File: src/rtl/kl_pkg.sv
// Shared widths, request record and FSM encoding for the KL bus arbiter.
package kl_pkg;
  localparam int ADDR_W = 32;
  localparam int DATA_W = 64;
  localparam int MASK_W = 8;
  localparam int SIZE_W = 3;
  localparam int ID_W   = 5;
  localparam int KL_REQ_W = ADDR_W + 1 + DATA_W + MASK_W + SIZE_W + ID_W;

  typedef enum logic {
    ST_IDLE = 1'b0,
    ST_HOLD = 1'b1
  } kl_state_e;

  typedef struct packed {
    logic [ADDR_W-1:0] addr;
    logic              wen;
    logic [DATA_W-1:0] wdata;
    logic [MASK_W-1:0] wmask;
    logic [SIZE_W-1:0] size;
    logic [ID_W-1:0]   srcid;
  } kl_req_t;
endpackage

File: src/rtl/kl_rr_arb2.sv
// Two-way round-robin picker; ptr selects which requester wins a tie.
module kl_rr_arb2 (
  input  logic [1:0] eligible,
  input  logic       ptr,
  output logic [1:0] grant
);
  assign grant[0] = eligible[0] & (~ptr | ~eligible[1]);
  assign grant[1] = eligible[1] & ( ptr | ~eligible[0]);
endmodule

File: src/rtl/kl_bus_arbiter.sv
// Shares one KL master port between I-cache (M0) and D-cache (M1); one request
// register, round-robin grant, combinational response steering by dstid.
//   state | meaning
//   IDLE  | no request on the bus; grant an eligible master this cycle
//   HOLD  | latched request presented on the bus until bus_req_ready
module kl_bus_arbiter
  import kl_pkg::*;
#(
  parameter logic [ID_W-1:0] SRCID_M0 = 5'd0,
  parameter logic [ID_W-1:0] SRCID_M1 = 5'd1
) (
  input  logic              clk,
  input  logic              rst_n,
  input  logic [ADDR_W-1:0] m0_req_addr,
  input  logic              m0_req_wen,
  input  logic [DATA_W-1:0] m0_req_wdata,
  input  logic [MASK_W-1:0] m0_req_wmask,
  input  logic [SIZE_W-1:0] m0_req_size,
  input  logic              m0_req_valid,
  output logic              m0_req_ready,
  output logic [DATA_W-1:0] m0_resp_rdata,
  output logic              m0_resp_ren,
  output logic [SIZE_W-1:0] m0_resp_size,
  output logic              m0_resp_valid,
  input  logic              m0_resp_ready,
  input  logic [ADDR_W-1:0] m1_req_addr,
  input  logic              m1_req_wen,
  input  logic [DATA_W-1:0] m1_req_wdata,
  input  logic [MASK_W-1:0] m1_req_wmask,
  input  logic [SIZE_W-1:0] m1_req_size,
  input  logic              m1_req_valid,
  output logic              m1_req_ready,
  output logic [DATA_W-1:0] m1_resp_rdata,
  output logic              m1_resp_ren,
  output logic [SIZE_W-1:0] m1_resp_size,
  output logic              m1_resp_valid,
  input  logic              m1_resp_ready,
  output logic [ADDR_W-1:0] bus_req_addr,
  output logic              bus_req_wen,
  output logic [DATA_W-1:0] bus_req_wdata,
  output logic [MASK_W-1:0] bus_req_wmask,
  output logic [SIZE_W-1:0] bus_req_size,
  output logic [ID_W-1:0]   bus_req_srcid,
  output logic              bus_req_valid,
  input  logic              bus_req_ready,
  input  logic [DATA_W-1:0] bus_resp_rdata,
  input  logic              bus_resp_ren,
  input  logic [SIZE_W-1:0] bus_resp_size,
  input  logic [ID_W-1:0]   bus_resp_dstid,
  input  logic              bus_resp_valid,
  output logic              bus_resp_ready,
  output logic [1:0]        pend,
  output logic              err_stray
);
  kl_state_e             state;
  logic                  rr_ptr;
  logic                  gnt_idx;
  logic [1:0]            eligible;
  logic [1:0]            grant;
  logic [1:0]            take;
  logic [1:0]            hit;
  logic [1:0]            resp_hs;
  logic                  stray;
  logic [KL_REQ_W-1:0]   req_q;
  kl_req_t               req_d;
  kl_req_t               req_view;

  assign eligible = {m1_req_valid & ~pend[1], m0_req_valid & ~pend[0]};

  kl_rr_arb2 u_arb (
    .eligible (eligible),
    .ptr      (rr_ptr),
    .grant    (grant)
  );

  assign take         = (state == ST_IDLE) ? grant : 2'b00;
  assign m0_req_ready = take[0];
  assign m1_req_ready = take[1];

  always_comb begin
    req_d = '0;
    if (grant[1]) begin
      req_d = '{addr: m1_req_addr, wen: m1_req_wen, wdata: m1_req_wdata,
                wmask: m1_req_wmask, size: m1_req_size, srcid: SRCID_M1};
    end else begin
      req_d = '{addr: m0_req_addr, wen: m0_req_wen, wdata: m0_req_wdata,
                wmask: m0_req_wmask, size: m0_req_size, srcid: SRCID_M0};
    end
  end

  assign req_view      = req_q;
  assign bus_req_addr  = req_view.addr;
  assign bus_req_wen   = req_view.wen;
  assign bus_req_wdata = req_view.wdata;
  assign bus_req_wmask = req_view.wmask;
  assign bus_req_size  = req_view.size;
  assign bus_req_srcid = req_view.srcid;

  // Only a master with a transaction in flight may accept a response.
  assign hit[0] = bus_resp_valid & (bus_resp_dstid == SRCID_M0) & pend[0];
  assign hit[1] = bus_resp_valid & (bus_resp_dstid == SRCID_M1) & pend[1];
  assign stray  = bus_resp_valid & ~(|hit);
  assign resp_hs = hit & {m1_resp_ready, m0_resp_ready};

  assign m0_resp_valid = hit[0];
  assign m1_resp_valid = hit[1];
  assign m0_resp_rdata = bus_resp_rdata;
  assign m1_resp_rdata = bus_resp_rdata;
  assign m0_resp_ren   = bus_resp_ren;
  assign m1_resp_ren   = bus_resp_ren;
  assign m0_resp_size  = bus_resp_size;
  assign m1_resp_size  = bus_resp_size;

  assign bus_resp_ready = hit[0] ? m0_resp_ready :
                          hit[1] ? m1_resp_ready : bus_resp_valid;

  always_ff @(posedge clk or negedge rst_n) begin
    if (!rst_n) begin
      state         <= ST_IDLE;
      bus_req_valid <= 1'b0;
      req_q         <= '0;
      pend          <= 2'b00;
      rr_ptr        <= 1'b0;
      gnt_idx       <= 1'b0;
      err_stray     <= 1'b0;
    end else begin
      pend <= (pend & ~resp_hs) | take;
      if (stray) err_stray <= 1'b1;
      case (state)
        ST_IDLE: begin
          if (|take) begin
            req_q         <= req_d;
            bus_req_valid <= 1'b1;
            gnt_idx       <= take[1];
            state         <= ST_HOLD;
          end
        end
        ST_HOLD: begin
          if (bus_req_ready) begin
            bus_req_valid <= 1'b0;
            rr_ptr        <= ~gnt_idx;
            state         <= ST_IDLE;
          end
        end
        default: state <= ST_IDLE;
      endcase
    end
  end
endmodule
File: config.mk
export PLATFORM = sky130hd
export DESIGN_NAME = kl_bus_arbiter
export DESIGN_NICKNAME = d
export VERILOG_FILES = /design/src/rtl/kl_pkg.sv /design/src/rtl/kl_rr_arb2.sv /design/src/rtl/kl_bus_arbiter.sv
export SDC_FILE = /design/constraint.sdc
export NUM_CORES = 1
export LEC_CHECK = 0
export BUFFER_PORTS_ARGS = -buffer_cell sky130_fd_sc_hd__buf_2
export CORE_AREA = 2 2 214 216
export DETAILED_ROUTE_END_ITERATION = 8
export DIE_AREA = 0 0 216 218
export HOLD_SLACK_MARGIN = 0.12
export SLEW_MARGIN = 20
export SYNTH_ARGS = -nofsm -noshare
export SYNTH_HDL_FRONTEND = slang
export SYNTH_SLANG_ARGS = --single-unit
File: constraint.sdc
create_clock -name clk -period 2.1 [get_ports clk]
set_input_delay 0.525 -clock clk [delete_from_list [all_inputs] [get_ports clk]]
set_output_delay 0.525 -clock clk [all_outputs]
set_load 0.02 [all_outputs]
==> flow_metrics.env, run 1 <==
export IMPL_outcome="finished with violations"
export IMPL_failed_checks="negative setup slack"
export IMPL_syn_cell_area_um2=8080
export IMPL_hp_class="input port to flip-flop"
export IMPL_vias_per_cell=4.85
export IMPL_synth_edf_count=0
export IMPL_grt_max_degree=109
export IMPL_cellLeakagePower_nw=5.03
export IMPL_synth_common_cells="buf_4 (142), dfrtp_1 (116), and3b_1 (109)"
export IMPL_dr_pass1_iters=5
export IMPL_syn_instance_count=831
export IMPL_die_width_um=216
export IMPL_sequentialPowerShare_pct=27.0
export IMPL_port_buffers=346
export IMPL_routed_wl_mm=34.4
export IMPL_slew_limit_headroom_pct=65.5
export IMPL_worstPathCellList="mux2_4 -> a21bo_2 -> o21ai_2 -> buf_6"
export IMPL_end_kind="primary output"
export IMPL_critPathArrivalTime_ns=1.64
export IMPL_synth_avg_cell_area_um2=9.73
export IMPL_drtAntennaViolNets=0
export IMPL_cp_start_kind="flip-flop"
export IMPL_dr_first_iter_drc_count=512
export IMPL_crit_family="flip-flops"
export IMPL_cap_violations=0
export IMPL_path_buf_inv=1
export IMPL_synth_seq_area_share_pct=35.9
export IMPL_yosys_top_cells_area="dfrtp_1 (36%), buf_4 (13%), and3b_1 (12%)"
export IMPL_intPower_mw=8.80
export IMPL_pwr_share_comb_pct=51.3
export IMPL_dieArea_um2=47100
export IMPL_insertion_delay_ns=0.47
export IMPL_syn_to_final_growth_pct=27.5
export IMPL_setup_viol=2
export IMPL_ir_worst_vdd_uv=530
export IMPL_yosysWarnings=0
export IMPL_swShare_pct=41.1
export IMPL_ioPinCount=555
export IMPL_antenna_found_initial=3
export IMPL_cts_tree="yes"
export IMPL_min_from="bus_req_ready"
export IMPL_grtUsageTotal_pct=14.2
export IMPL_cp_max_fo=4
export IMPL_netlist_area_leader_share_pct=35.9
export IMPL_fin_area_um2=10300
export IMPL_finalCriticalPeriod_ns=2.16
export IMPL_drive_gt1_share_pct=44.0
export IMPL_r2r_cells=5
export IMPL_fp_row_count=78
export IMPL_whs_path_depth=2
export IMPL_grt_pass1_wl_mm=49.7
export IMPL_timing_rr_start="pend[0]"
export IMPL_nets=1293
export IMPL_cp_slowest_cell="dfrtp_4"
export IMPL_dpl_cell_count=1566
export IMPL_wl_per_cell_um=21.4
export IMPL_worstReg2RegEnd="req_q[12]"
export IMPL_hold_slack_ns=0.272
export IMPL_switchingPower_mw=6.15
export IMPL_power_density_nw_per_um2=1450
export IMPL_dpl_cell_area_um2=9550
export IMPL_grt_pass1_vias=7830
export IMPL_async_reset_ff_share_pct=100
export IMPL_numCtsBuffers=17
export IMPL_skew_ns=0.0175
export IMPL_die_h_um=218
export IMPL_hold_viol_final=0
export IMPL_dp_hpwl_mm=24.5
export IMPL_slew_violations=0
export IMPL_setup_slack_ns=-0.0644
export IMPL_gp_congestion=0.829
export IMPL_synth_most_common_cell="buf_4"
export IMPL_core_area_um2=44900
export IMPL_max_stage_delay_ns=0.49
export IMPL_numClockSinks=116
export IMPL_yosys_area_top_type="dfrtp_1"
export IMPL_final_cells=1609
export IMPL_path_class="flip-flop to primary output"
export IMPL_cts_reportedPaths_clkPinSlew_ns=0.05
export IMPL_hold_path_end="state"
export IMPL_antennaDiodeCount=0
export IMPL_drc=0
export IMPL_fin_setup_tns_ns=-0.104
export IMPL_post_route_period_util_pct=103
export IMPL_initial_core_util_pct=18.0
export IMPL_ys_dominant_reg_cell="dfrtp_1"
export IMPL_clock_fmax_mhz=462
export IMPL_root_buffer="clkbuf_16"
export IMPL_startpoint="pend[1]"
export IMPL_tightest_slew_ns=0.517
export IMPL_finalPower_mw=14.9
export IMPL_fin_util_pct=23.0
export IMPL_rsz0062_at_grt="yes"
export IMPL_cts_htree_levels=4
export IMPL_ys_ff_latch=116
export IMPL_place_ws_ns=0.0419
export IMPL_ys_types=31
export IMPL_ff2ff_setup_slack_ns=0.23
export IMPL_overflow=0
export IMPL_clk_path_buf_depth=2
export IMPL_cp_data_required_time_ns=1.57
export IMPL_p_clk_share_pct=21.7
export IMPL_vias=7804
[sequential cells by signal (all words and copies together), names as in the netlist]
register       cells
state              1
bus_req_valid      1
gnt_idx            1
pend               2
err_stray          1
rr_ptr             1
req_q            109
[kinds of logic (layout without fill, tap and decap cells)]
| family | count (synthesis) | after routing | synth area share (%) |
|---|---|---|---|
| flops | 116 | 116 | 35.9 |
| buf+inv | 249 | 424 | 18.7 |
| compound gates | 336 | 336 | 32.0 |
| mux | 1 | 1 | 0.139 |
| other cells | 1 | 4 | 0.0464 |
| simple gates | 128 | 128 | 13.2 |
[how the worst max path moves through the flow]
stage / endpoint / slack [ns] / cells past startpoint
6_report: bus_resp_ready / -0.06 / 4
5_1_grt: bus_resp_ready / -0.13 / 4
4_1_cts: bus_resp_ready / -0.11 / 4
3_5_place_dp: bus_resp_ready / 0.04 / 6
3_3_place_gp: bus_resp_ready / 0.07 / 6
2_1_floorplan: m1_req_ready / 0.05 / 6
[metal layers]
metal	up-vias	wire length [um]	share of wire [%]	GRT usage [%]
li1	3391	-	-	-
met1	3826	11800	34	14.2
met2	523	17800	52	25.2
met3	58	3810	11	6.64
met4	6	961	2.8	6.46
met5	-	38	0.11	0
[cell usage in the layout, fill, tap and decap left out, types with 2 or more instances in the layout]
cell type  instances
a21o_1             2
a221oi_1          99
a221oi_2           9
a2bb2oi_1        108
and3b_1          109
buf_12            15
buf_2            341
buf_4             31
buf_6              2
bufinv_16          4
clkbuf_1           2
clkbuf_16         17
clkbuf_8           3
clkinv_2           5
conb_1             4
dfrtp_1          113
dfrtp_4            2
inv_1              2
nand2_1            6
nand2b_4           2
o21ai_0          107
o21ai_1            3
o2bb2ai_1          3
[power by group through the flow]
| stage | Sequential, mW | Clock, mW | Combinational [mW] |
|---|---|---|---|
| floorplan | 5.25 | 0 | 4.04 |
| global placement | 4.06 | 0 | 7.42 |
| detailed placement | 4.04 | 0 | 7.56 |
| CTS | 4.03 | 3.35 | 7.69 |
| global route | 4.16 | 3.46 | 8.20 |
| finish | 4.04 | 3.24 | 7.66 |
[timing repair]
item / CTS / global route
pin swaps: 4 / 2
hold buffers: 1 / 0
endpoints found under the setup margin: 3 / 4
gates resized for setup: 11 / 3
buffers inserted: 10 / 0
hold endpoints to repair: 103 / 0
[area by class of cell]
| type | count | area, um2 |
|---|---|---|
| Fill cell | 4925 | 34600 |
| Multi-Input combinational cell | 469 | 3740 |
| Sequential cell | 116 | 2910 |
| Timing Repair Buffer | 390 | 2270 |
| Tap cell | 600 | 751 |
| Clock buffer | 22 | 474 |
| Clock inverter | 10 | 153 |
| Inverter | 2 | 7.51 |
[worst register-to-register path: stages (launching register included)]
cell	delay, ns
dfrtp_2	0.44
or3b_4	0.41
buf_4	0.16
buf_4	0.27
a221oi_1	0.37
a2bb2oi_1	0.11
(Power assumes the default switching activity.)
==> run 2: changes to the inputs <==
--- a/config.mk
+++ b/config.mk
@@ -10,6 +10,7 @@
 export DETAILED_ROUTE_END_ITERATION = 8
 export DIE_AREA = 0 0 216 218
 export HOLD_SLACK_MARGIN = 0.12
+export SKIP_CTS_REPAIR_TIMING = 1
 export SLEW_MARGIN = 20
 export SYNTH_ARGS = -nofsm -noshare
 export SYNTH_HDL_FRONTEND = slang
==> flow_metrics.env, run 2 (synthesis gave the netlist of run 1 again) <==
export IMPL_ioPinCount=555
export IMPL_dr_first_iter_drc_count=521
export IMPL_outcome="finished with violations"
export IMPL_insertion_delay_ns=0.48
export IMPL_final_cells=1605
export IMPL_dp_hpwl_mm=24.5
export IMPL_hp_class="input port to flip-flop"
export IMPL_setup_slack_ns=-0.0967
export IMPL_intPower_mw=8.76
export IMPL_rsz0062_at_grt="yes"
export IMPL_clk_path_buf_depth=2
export IMPL_cp_data_required_time_ns=1.57
export IMPL_failed_checks="negative setup slack"
export IMPL_cap_violations=0
export IMPL_sequentialPowerShare_pct=27.3
export IMPL_finalCriticalPeriod_ns=2.20
export IMPL_die_width_um=216
export IMPL_vias=7755
export IMPL_top_regs="req_q (109), pend (2)"
export IMPL_hold_viol_final=0
export IMPL_tightest_slew_ns=0.530
export IMPL_skew_ns=0.0177
export IMPL_end_kind="primary output"
export IMPL_vias_per_cell=4.83
export IMPL_nets=1289
export IMPL_whs_path_depth=2
export IMPL_cp_max_fo=7
export IMPL_initial_core_util_pct=18.0
export IMPL_die_h_um=218
export IMPL_largest_reg_flops=109
export IMPL_dr_pass1_iters=5
export IMPL_nFillCells=4931
export IMPL_clock_fmax_mhz=455
export IMPL_slew_violations=0
export IMPL_cts_htree_levels=4
export IMPL_r2r_cells=5
export IMPL_syn_to_final_growth_pct=26.9
export IMPL_cts_tree="yes"
export IMPL_grt_max_degree=109
export IMPL_numCtsBuffers=17
export IMPL_numClockSinks=116
export IMPL_overflow=0
export IMPL_finalPower_mw=14.9
export IMPL_critPathArrivalTime_ns=1.67
export IMPL_root_buffer="clkbuf_16"
export IMPL_cp_start_kind="flip-flop"
export IMPL_path_class="flip-flop to primary output"
export IMPL_fp_row_count=78
export IMPL_gp_congestion=0.829
export IMPL_antennaDiodeCount=0
export IMPL_power_density_nw_per_um2=1450
export IMPL_wl_per_cell_um=21.4
export IMPL_p_clk_share_pct=21.7
export IMPL_post_route_period_util_pct=105
export IMPL_dpl_cell_count=1566
export IMPL_dieArea_um2=47100
export IMPL_switchingPower_mw=6.14
export IMPL_min_from="bus_req_ready"
export IMPL_grt_pass1_wl_mm=49.4
export IMPL_setup_viol=3
export IMPL_cts_reportedPaths_clkPinSlew_ns=0.05
export IMPL_core_area_um2=44900
export IMPL_fin_util_pct=22.9
export IMPL_port_buffers=346
export IMPL_hold_slack_ns=0.269
export IMPL_drc=0
export IMPL_startpoint="pend[1]"
export IMPL_slew_limit_headroom_pct=64.7
export IMPL_drive_gt1_share_pct=43.9
export IMPL_routed_wl_mm=34.3
export IMPL_top_register="req_q"
export IMPL_fin_setup_tns_ns=-0.205
export IMPL_grt_pass1_vias=7737
export IMPL_cellLeakagePower_nw=5.00
export IMPL_ir_worst_vdd_uv=528
export IMPL_grtUsageTotal_pct=14.1
export IMPL_pwr_share_comb_pct=51.0
export IMPL_antenna_found_initial=3
export IMPL_mostFrequentLayoutCell="buf_2"
export IMPL_drtAntennaViolNets=0
export IMPL_swShare_pct=41.2
export IMPL_mostFrequentLayoutCells="buf_2 (342), dfrtp_1 (112), and3b_1 (109)"
export IMPL_timing_rr_start="pend[0]"
run 2: changes by cell type in the layout (fill, tap and decap cells not counted):
cell,change
buf_4,-4
buf_2,+1
buf_6,-1
dfrtp_1,-1
dfrtp_2,+1
inv_1,-1
inv_2,+1
nand2_2,+1
nand2_4,-1
nor2_1,+1
nor2_2,-1
run 2: critical path: stages (launching register included):
cell	delay, ns
dfrtp_4	0.52
mux2_4	0.28
a21bo_2	0.21
o21ai_2	0.07
buf_6	0.14
run 2: cell type report:
| type | count | area (um2) | share of cell area, % |
|---|---|---|---|
| Multi-Input combinational cell | 469 | 3730 | 36.3 |
| Sequential cell | 116 | 2910 | 28.4 |
| Timing Repair Buffer | 386 | 2240 | 21.8 |
| Tap cell | 600 | 751 | 7.32 |
| Clock buffer | 22 | 474 | 4.62 |
| Clock inverter | 10 | 153 | 1.49 |
| Inverter | 2 | 7.51 | 0.0732 |
run 2: path summary, 6_finish.rpt:
check | slack (ns) | endpoint
worst min-delay path | 0.27 | state
worst max-delay path | -0.1 | bus_resp_ready
min in group asynchronous | 0.41 | req_q[71]
worst max register to register | 0.24 | req_q[15]
worst min register to register | 0.46 | rr_ptr
max in group asynchronous | 1.11 | req_q[23]
run 2: power by group through the flow:
stage	Sequential [mW]	Clock (mW)	Combinational [mW]
2_1_floorplan	5.25	0	4.04
6_report	4.07	3.24	7.59
3_3_place_gp	4.06	0	7.42
3_5_place_dp	4.04	0	7.56
4_1_cts	4.06	3.35	7.53
5_1_grt	4.18	3.46	8.11
run 2: layer usage:
| metal | vias to the layer above | share of wire (%) | wire [um] | global-route usage [%] |
|---|---|---|---|---|
| met1 | 3800 | 35 | 11900 | 14.1 |
| met5 | - | 0.11 | 38 | 0 |
| li1 | 3381 | - | - | - |
| met2 | 510 | 52 | 17700 | 24.9 |
| met3 | 58 | 11 | 3710 | 6.64 |
| met4 | 6 | 2.7 | 941 | 6.46 |
run 2: per-stage QoR:
step                setup WS, ns  instance area, um2
floorplan                 0.0459                8100
global placement          0.0717                9550
detailed placement        0.0419                9550
CTS                       -0.237               10200
global route              -0.162               10300
finish                   -0.0967               10300
==> run 3: changes to the inputs <==
--- a/config.mk
+++ b/config.mk
@@ -11,6 +11,7 @@
 export DIE_AREA = 0 0 216 218
 export HOLD_SLACK_MARGIN = 0.12
 export SKIP_CTS_REPAIR_TIMING = 1
+export SKIP_LAST_GASP = 1
 export SLEW_MARGIN = 20
 export SYNTH_ARGS = -nofsm -noshare
 export SYNTH_HDL_FRONTEND = slang
==> constraint.sdc (replaced) <==
create_clock -name clk -period 2.19 [get_ports clk]
set_input_delay 0.5475 -clock clk [delete_from_list [all_inputs] [get_ports clk]]
set_output_delay 0.5475 -clock clk [all_outputs]
set_load 0.02 [all_outputs]
==> flow_metrics.env, run 3 (synthesis gave the netlist of run 1 again) <==
export IMPL_outcome="finished with violations"
export IMPL_failed_checks="negative setup slack"
export IMPL_fin_setup_tns_ns=-0.0582
export IMPL_power_density_nw_per_um2=1380
export IMPL_gp_congestion=0.809
export IMPL_port_buffers=346
export IMPL_cts_reportedPaths_clkPinSlew_ns=0.06
export IMPL_fp_row_count=78
export IMPL_slew_limit_headroom_pct=37.5
export IMPL_hp_class="input port to flip-flop"
export IMPL_end_kind="primary output"
export IMPL_busiest_layer="met2"
export IMPL_die_width_um=216
export IMPL_skew_ns=0.00737
export IMPL_hold_viol_final=0
export IMPL_vias_per_cell=4.81
export IMPL_path_class="flip-flop to primary output"
export IMPL_antenna_found_initial=3
export IMPL_grt_pass1_vias=7701
export IMPL_fin_util_pct=22.6
export IMPL_finalPower_mw=14.0
export IMPL_grt_util_met2_pct=23.4
export IMPL_insertion_delay_ns=0.45
export IMPL_grtUsageTotal_pct=13.9
export IMPL_antennaDiodeCount=0
export IMPL_top_regs="req_q (109), pend (2)"
export IMPL_largest_reg_flops=109
export IMPL_cp_max_fo=6
export IMPL_p_clk_share_pct=20.8
export IMPL_cts_htree_levels=4
export IMPL_critPathArrivalTime_ns=1.70
export IMPL_top_register="req_q"
export IMPL_wl_per_cell_um=21.2
export IMPL_numClockSinks=116
export IMPL_cp_data_required_time_ns=1.64
export IMPL_slew_violations=0
export IMPL_drive_gt1_share_pct=43.4
export IMPL_grt_pass1_wl_mm=49.2
export IMPL_mostFrequentLayoutCells="buf_2 (342), dfrtp_1 (112), and3b_1 (109)"
export IMPL_intPower_mw=8.11
export IMPL_dieArea_um2=47100
export IMPL_dp_hpwl_mm=24.5
export IMPL_clock_fmax_mhz=445
export IMPL_mostFrequentLayoutCell="buf_2"
export IMPL_setup_slack_ns=-0.0582
export IMPL_numCtsBuffers=17
export IMPL_pwr_share_comb_pct=51.3
export IMPL_syn_to_final_growth_pct=25.4
export IMPL_routed_wl_mm=34.0
export IMPL_use_met3_pct=6.25
export IMPL_overflow=0
export IMPL_finalCriticalPeriod_ns=2.25
export IMPL_post_route_period_util_pct=103
export IMPL_cellLeakagePower_nw=4.95
export IMPL_dr_first_iter_drc_count=365
export IMPL_swShare_pct=41.9
export IMPL_setup_viol=1
export IMPL_clk_path_buf_depth=2
export IMPL_ioPinCount=555
export IMPL_rsz0062_at_grt="yes"
export IMPL_drc=0
export IMPL_cap_violations=0
export IMPL_cts_tree="yes"
export IMPL_die_h_um=218
export IMPL_grt_util_met1_pct=14.3
export IMPL_switchingPower_mw=5.84
export IMPL_grt_max_degree=79
export IMPL_cp_start_kind="flip-flop"
export IMPL_ir_worst_vdd_uv=547
export IMPL_sequentialPowerShare_pct=27.8
export IMPL_initial_core_util_pct=18.0
export IMPL_hold_slack_ns=0.282
export IMPL_core_area_um2=44900
export IMPL_drtAntennaViolNets=0
export IMPL_root_buffer="clkbuf_16"
export IMPL_nets=1286
export IMPL_vias=7708
export IMPL_tightest_slew_ns=0.938
export IMPL_dr_pass1_iters=5
export IMPL_place_ws_ns=0.0947
==> run 3: stage by stage <==
stage          area (um2)  std cells
2_1_floorplan        8100        834
3_3_place_gp         9480       1564
3_5_place_dp         9480       1564
4_1_cts             10100       1596
5_1_grt             10100       1602
6_report            10100       1602
==> run 3: power by group through the flow <==
stage | clock network (mW) | registers [mW] | logic (mW)
2_1_floorplan | 0 | 5.04 | 3.88
3_3_place_gp | 0 | 3.91 | 6.99
3_5_place_dp | 0 | 3.88 | 7.13
4_1_cts | 3.01 | 3.90 | 7.09
5_1_grt | 3.11 | 4.00 | 7.66
6_report | 2.90 | 3.89 | 7.16
==> run 3: path summary, 6_finish.rpt <==
kind	from	end	slack, ns	cells past startpoint
max	pend[0]	bus_resp_ready	-0.06	5
min	bus_req_ready	state	0.28	2
max reg2reg	pend[0]	req_q[44]	0.30	4
min reg2reg	gnt_idx	rr_ptr	0.46	1
max in group asynchronous	rst_n	pend[1]	0.98	3
min in group asynchronous	rst_n	req_q[82]	0.61	2
==> run 3: layout make-up <==
type,count,area [um2]
Multi-Input combinational cell,469,3710
Timing Repair Buffer,383,2170
Clock inverter,9,101
Tap cell,600,751
Clock buffer,23,488
Sequential cell,116,2910
Inverter,2,7.51
Fill cell,4989,34800
==> run 3: routing by layer <==
layer / up-vias / wire length (um)
met5: - / 43
met4: 6 / 1690
met3: 69 / 3550
li1: 3370 / -
met2: 481 / 16800
met1: 3782 / 11900
==> run 3: worst max-delay path, cell delays in order (launching register included) <==
cell and delay, ns:
dfrtp_2 0.44, buf_4 0.15, and3b_1 0.15, a31oi_1 0.27, o21ai_2 0.10, buf_6 0.14
